===== src/rtl/binary_encoder.sv =====
// Sticky 16-request pending register drained one index per cycle through a valid/ready port.
// Define ROUND_ROBIN_EN for rotating priority; otherwise the lowest set index wins.
module binary_encoder (
  input  logic        clk,
  input  logic        reset,
  input  logic [15:0] encoder_input,
  input  logic        load_enable,
  input  logic        encoder_ready,
  output logic [3:0]  encoder_output,
  output logic        encoder_valid,
  output logic [15:0] pending_output
);

  typedef enum logic {IDLE = 1'b0, PRESENT = 1'b1} state_t;

  state_t      state_q, state_d;
  logic [15:0] pend_q, pend_d;
  logic [15:0] clr;
  logic [3:0]  idx_q, idx_d;
  logic        sel_found;
  logic [3:0]  sel_idx;
  logic        take;

  // Index i lives in bit 15-i, so the lowest index is the highest set bit.
  function automatic logic [4:0] pick_fixed(input logic [15:0] p);
    logic [4:0] r;
    r = '0;
    for (int b = 0; b < 16; b++) begin
      if (p[b]) r = {1'b1, 4'(15 - b)};
    end
    return r;
  endfunction

`ifdef ROUND_ROBIN_EN
  logic [3:0] ptr_q;

  // Scan backwards so the candidate nearest to last+1 is written last.
  function automatic logic [4:0] pick_rr(input logic [15:0] p, input logic [3:0] last);
    logic [4:0] r;
    logic [3:0] idx;
    r = '0;
    for (int k = 16; k >= 1; k--) begin
      idx = last + 4'(k);
      if (p[4'd15 - idx]) r = {1'b1, idx};
    end
    return r;
  endfunction

  always_comb {sel_found, sel_idx} = pick_rr(pend_q, ptr_q);
`else
  always_comb {sel_found, sel_idx} = pick_fixed(pend_q);
`endif

  always_comb begin
    take    = sel_found && ((state_q == IDLE) || encoder_ready);
    state_d = state_q;
    idx_d   = idx_q;
    clr     = '0;
    if (take) begin
      clr     = 16'h8000 >> sel_idx;
      idx_d   = sel_idx;
      state_d = PRESENT;
    end else if ((state_q == PRESENT) && encoder_ready) begin
      state_d = IDLE;
    end
    // Merge after clearing so a same-edge re-request keeps its bit.
    pend_d = (pend_q & ~clr) | (load_enable ? encoder_input : 16'h0000);
  end

  always_ff @(posedge clk) begin
    if (reset) begin
      state_q <= IDLE;
      pend_q  <= '0;
      idx_q   <= '0;
`ifdef ROUND_ROBIN_EN
      ptr_q   <= 4'd15;
`endif
    end else begin
      state_q <= state_d;
      pend_q  <= pend_d;
      idx_q   <= idx_d;
`ifdef ROUND_ROBIN_EN
      if (take) ptr_q <= sel_idx;
`endif
    end
  end

  assign encoder_output = idx_q;
  assign encoder_valid  = (state_q == PRESENT);
  assign pending_output = pend_q;

endmodule


===== config.mk =====
export PLATFORM = sky130hd
export DESIGN_NAME = binary_encoder
export DESIGN_NICKNAME = d
export VERILOG_FILES = /design/src/rtl/binary_encoder.sv
export SDC_FILE = /design/constraint.sdc
export NUM_CORES = 1
export LEC_CHECK = 0
export BUFFER_PORTS_ARGS = -buffer_cell sky130_fd_sc_hd__clkbuf_2
export CORE_UTILIZATION = 39
export DETAILED_ROUTE_END_ITERATION = 10
export GPL_TIMING_DRIVEN = 0
export HOLD_SLACK_MARGIN = 0.12
export MAX_ROUTING_LAYER = met4
export PLACE_DENSITY = 0.66
export RECOVER_POWER = 50
export SYNTH_ARGS = -nofsm -noshare
export SYNTH_HDL_FRONTEND = slang
export SYNTH_SLANG_ARGS = --single-unit

===== constraint.sdc =====
create_clock -name clk -period 2 [get_ports clk]
set_input_delay 0.4 -clock clk [delete_from_list [all_inputs] [get_ports clk]]
set_output_delay 0.4 -clock clk [all_outputs]
set_load 0.01 [all_outputs]

Yosys cells after proc, flatten, opt, wreduce, memory -nomap -nowiden. Index checks and enable logic that the tools add are counted.

Bits in registers: 21. Input port bits: 20. Output and inout port bits: 21. Logic and storage cells: 32.

Shifts and indexed selects: 1. Mux-type cells: 20. Bitwise gates (word level): 4. Reduce and logical (&&, ||, !) cells: 4.

Operator list (number): 2-to-1 mux 5 bit (16); 2-to-1 mux 16 bit (2); AND 16 bit (1); NOT 16 bit (1); bitwise OR 16 bit (1); right shift 16 x 4 -> 16 bit, first input constant (1); logical AND 1 bit (2); 2-to-1 mux 1 bit (2); nonzero test 2 bit (1); logical OR 1 bit (1); NOT 1 bit (1).

Depth between registers and ports, before layout.
Depth after elaboration: 21. Depth in mapped cells: 6. Mapped depth without buffers: 5.

Worst setup path after synthesis. OpenSTA, ideal clock, no wires.

Kind: register to register. Start point: register pend_q[4], in the netlist pending_output[4]. End point: register pend_q[3], in the netlist pending_output[3]. Library setup time: 0.132 ns. Arrival time: 1.550 ns. Required time: 1.868 ns. Slack: 0.318 ns. Cell stages (with the launch flop): 5. Buffers on the path: 0. Period minus slack after synthesis: 1.682 ns. Cells stage by stage: dfxtp_1 -> or4_4 -> or3_4 -> o31ai_2 -> a21oi_1.

Longest elaborated chain between the ends: 17. Elaborated cells on any way between the ends: 18. Classes of those cells: shift (1); mux (13); bitwise (3); reduce/logical (1).

RTL lines: start: declaration (line 17) `logic [15:0] pend_q, pend_d;`; start signal: assignment (line 80) `pend_q <= pend_d;`; 2-to-1 mux 5 bit * (12 in a row) (line 29) `if (p[b]) r = {1'b1, 4'(15 - b)};`; right shift 16 x 4 -> 16 bit / logical AND 1 bit (equally long branches) (line 60, 55); 2-to-1 mux 16 bit * (line 59) `if (take) begin`; NOT 16 bit * (line 67) `pend_d = (pend_q & ~clr) | (load_enable ? encoder_input : 16'h0000);`; AND 16 bit * (line 67); bitwise OR 16 bit * (line 67).

Mark *: on every way between the ends. The rest lies on a longest branch, timed or not. A chain may end at the register's enable or synchronous reset.

Worst setup path in the final report.
Start point: register pend_q[2], in the netlist pending_output[2]. End point: register pend_q[8], in the netlist pending_output[8].

Longest elaborated chain between the ends: 19. Elaborated cells on any way between the ends: 20. Classes of those cells: shift (1); mux (15); bitwise (3); reduce/logical (1).

RTL lines (line): 2-to-1 mux 5 bit * (14 in a row) (29); right shift 16 x 4 -> 16 bit / logical AND 1 bit (equally long branches) (60, 55); 2-to-1 mux 16 bit * (59); NOT 16 bit * (67); AND 16 bit * (67); bitwise OR 16 bit * (67).

Marked as above.

==> impl_metrics.toml <==
[logic_synthesis]
syn_area_mm2 = 0.00114
synth-seq-cells = 21
synth.distinct_cells = 39
syn_inst = 131
async_flop_share_pct = 0
syn_nets = 151
synth-seq-area-share_pct = 36.8
synth.avg_cell_area_um2 = 8.72
synth_edf_count = 0
ys.flop_type = "dfxtp_1"
synth_warnings = 0

[worst_setup_path]
slowest_delay_ns = 0.45
rr_worst_depth = 5
r2r-end = "pending_output[8]"
startpoint_type = "flop"
crit_required_ns = 2.19
crit_chain = "nor2_1, a221o_1, a21oi_1, nor3b_1, o22ai_1"
critPathKind = "reg2reg"
end_kind = "flop"
arrival_ns = 2.00
rrSetupSlack_ns = 0.19
regToRegStartpoint = "pending_output[2]"
cp_slowest_cell = "dfxtp_1"
cp_max_fo = 6

[drt]
viasPerCell = 5.70
vias = 1175
firstDrtPassIters = 4
drc = 0
wl_per_cell_um = 14.5
wl_um = 2980
ant_nets = 0
dr.first_iter.drc_count = 36

[global_route]
grt_pass1_wl_um = 4750
grt_pass1_vias = 1053
grt_usage_pct = 19.9
grt_overflow_total = 0
grt_max_degree = 12
antenna_found_initial = 0

[status]
status = "finished clean"

[sta]
rsz0062_at_grt = "no"
hold_viol = 0
fmax_ghz = 0.552
max-slew-margin-rel_pct = 64.2
timing.final.ws_setup_ns = 0.189
clock_skew_ns = 0.00278
worst_pin_slew_ns = 0.533
setup_tns_ns = 0
finalCriticalPeriod_ns = 1.81
setup_viol_count_final = 0
timing.final.crit_share_pct = 90.6
slew_violations = 0
hold_ws_ns = 0.308

[finish]
n_fill_cell = 289
design_area_mm2 = 0.00138
syn2layout_area_growth_pct = 20.7
drive_gt1_share_pct = 20.6
nets = 196
num_antenna_cells = 0

[clock_tree]
post_cts_buffers = 0
holdBufCountCts = 0
cts_buffers = 3
clk_pin_slew_ns = 0.12
clkLatencyLatePin_ns = 0.31
h-tree-depth = 1
ctsResizeCount = 0
clockRootBuffer = "clkbuf_4"
cts_tree = "built"
cts.sinks = 21
clockBufferDepth = 2

[min_path]
hold_end = "pending_output[9]"
hold_start = "encoder_input[9]"
hold_path.class = "in2reg"
whs_path_depth = 3

[power]
finalPower_mw = 1.07
p_per_area_mw_per_mm2 = 776
ir_worst_vdd_mv = 0.440
leakage_nw = 0.507

[floorplanning]
rows = 19
die_w_um = 56.1
initial_core_util_pct = 41.4
core_mm2 = 0.00276
io_pins = 41
die_height_um = 56.1
die-area_mm2 = 0.00315

[placed_design]
placed_area_mm2 = 0.00138
dp_hpwl_um = 2310
port_buffers = 40
dp_worst_setup_slack_ns = 0.239
gp_congestion = 0.863

[run]
cap_viol_max_count = 0
## area by class of cell
class / instances / area [µm²] / share of cell area (%)
flip-flops and latches: 21 / 420 / 30.5
inverters: 1 / 3.75 / 0.272
multi-input cells: 104 / 694 / 50.4
repair buffers: 40 / 175 / 12.7
well taps: 31 / 38.8 / 2.81
clock buffers: 4 / 26.3 / 1.91
plain buffers: 5 / 20.0 / 1.45
## report_power, final
group	internal, mW	total, mW	switching [mW]
Combinational	0.145	0.350	0.205
Clock	0.0780	0.210	0.132
Sequential	0.457	0.511	0.0532
## cell families (layout without fill, tap and decap cells)
family | Yosys count | count (layout) | share of synthesized area [%]
simple gates | 54 | 54 | 29.5
compound gates | 48 | 48 | 29.9
flops | 21 | 21 | 36.8
buf+inv | 6 | 50 | 2.08
mux | 2 | 2 | 1.75
## layout by cell type, fill, tap and decap left out, types with 2 or more instances in the layout
master / netlist / routed
a21oi_1: 21 / 21
nor3_1: 2 / 2
clkbuf_2: 0 / 20
a211oi_1: 2 / 2
o31ai_1: 3 / 3
a211oi_2: 2 / 2
nor2_1: 14 / 14
nor2b_1: 4 / 4
clkbuf_4: 0 / 3
o21ai_1: 2 / 2
a311oi_1: 6 / 6
mux2i_1: 2 / 2
nand2b_1: 6 / 6
nor3b_1: 2 / 2
nor4_4: 2 / 2
clkbuf_1: 4 / 25
o22ai_1: 2 / 2
nand2_1: 14 / 14
dfxtp_1: 21 / 21
## Yosys cell counts (all sizes together), types with 2 or more instances
cell type	instances	share of area (%)
dfxtp	21	37
o22ai	2	1.1
nand2b	7	4.5
nand2	14	4.6
nor2	14	4.6
a211oi	4	3.5
nor2b	4	2.2
clkbuf	4	1.3
nor4	4	5.4
a311oi	7	5.9
nor3b	2	1.3
o21ai	4	2.7
o31ai	4	3.1
a21oi	22	10
or3	2	1.5
nor3	2	0.88
mux2i	2	1.8
## worst max-delay path, delay by kind of cell (launching register included)
| kind | cells | cell delay [ns] |
|---|---|---|
| AO/OA/AOI/OAI | 3 | 0.94 |
| flip-flops | 1 | 0.45 |
| AND/OR/NAND/NOR | 2 | 0.31 |
## sequential cells by signal (all words and copies together) (netlist names)
name and flops:
pending_output 16, encoder_valid 1, encoder_output 4
## worst max path at each step
stage / startpoint / end / slack (ns)
6_report: pending_output[2] / pending_output[8] / 0.19
5_1_grt: pending_output[12] / pending_output[4] / 0.04
4_1_cts: pending_output[15] / pending_output[3] / 0.21
3_5_place_dp: pending_output[15] / pending_output[3] / 0.24
3_3_place_gp: pending_output[15] / pending_output[3] / 0.23
2_1_floorplan: pending_output[4] / pending_output[3] / 0.32
## per-layer routing
metal / GRT usage (%) / share of wire (%) / routed length (µm)
met1: 25.9 / 47 / 1390
met2: 30.1 / 47 / 1390
met3: 2.56 / 4.9 / 145
met4: 10.5 / 1.5 / 44
met5: - / 0 / 0
## through the flow
| step | util (%) | cells |
|---|---|---|
| floorplan | - | 131 |
| global placement | 50.1 | 202 |
| detailed placement | 50.1 | 202 |
| CTS | 51.0 | 206 |
| global route | 50.0 | 206 |
| finish | 50.0 | 206 |
Note: power is estimated with default switching activity, not from simulation.
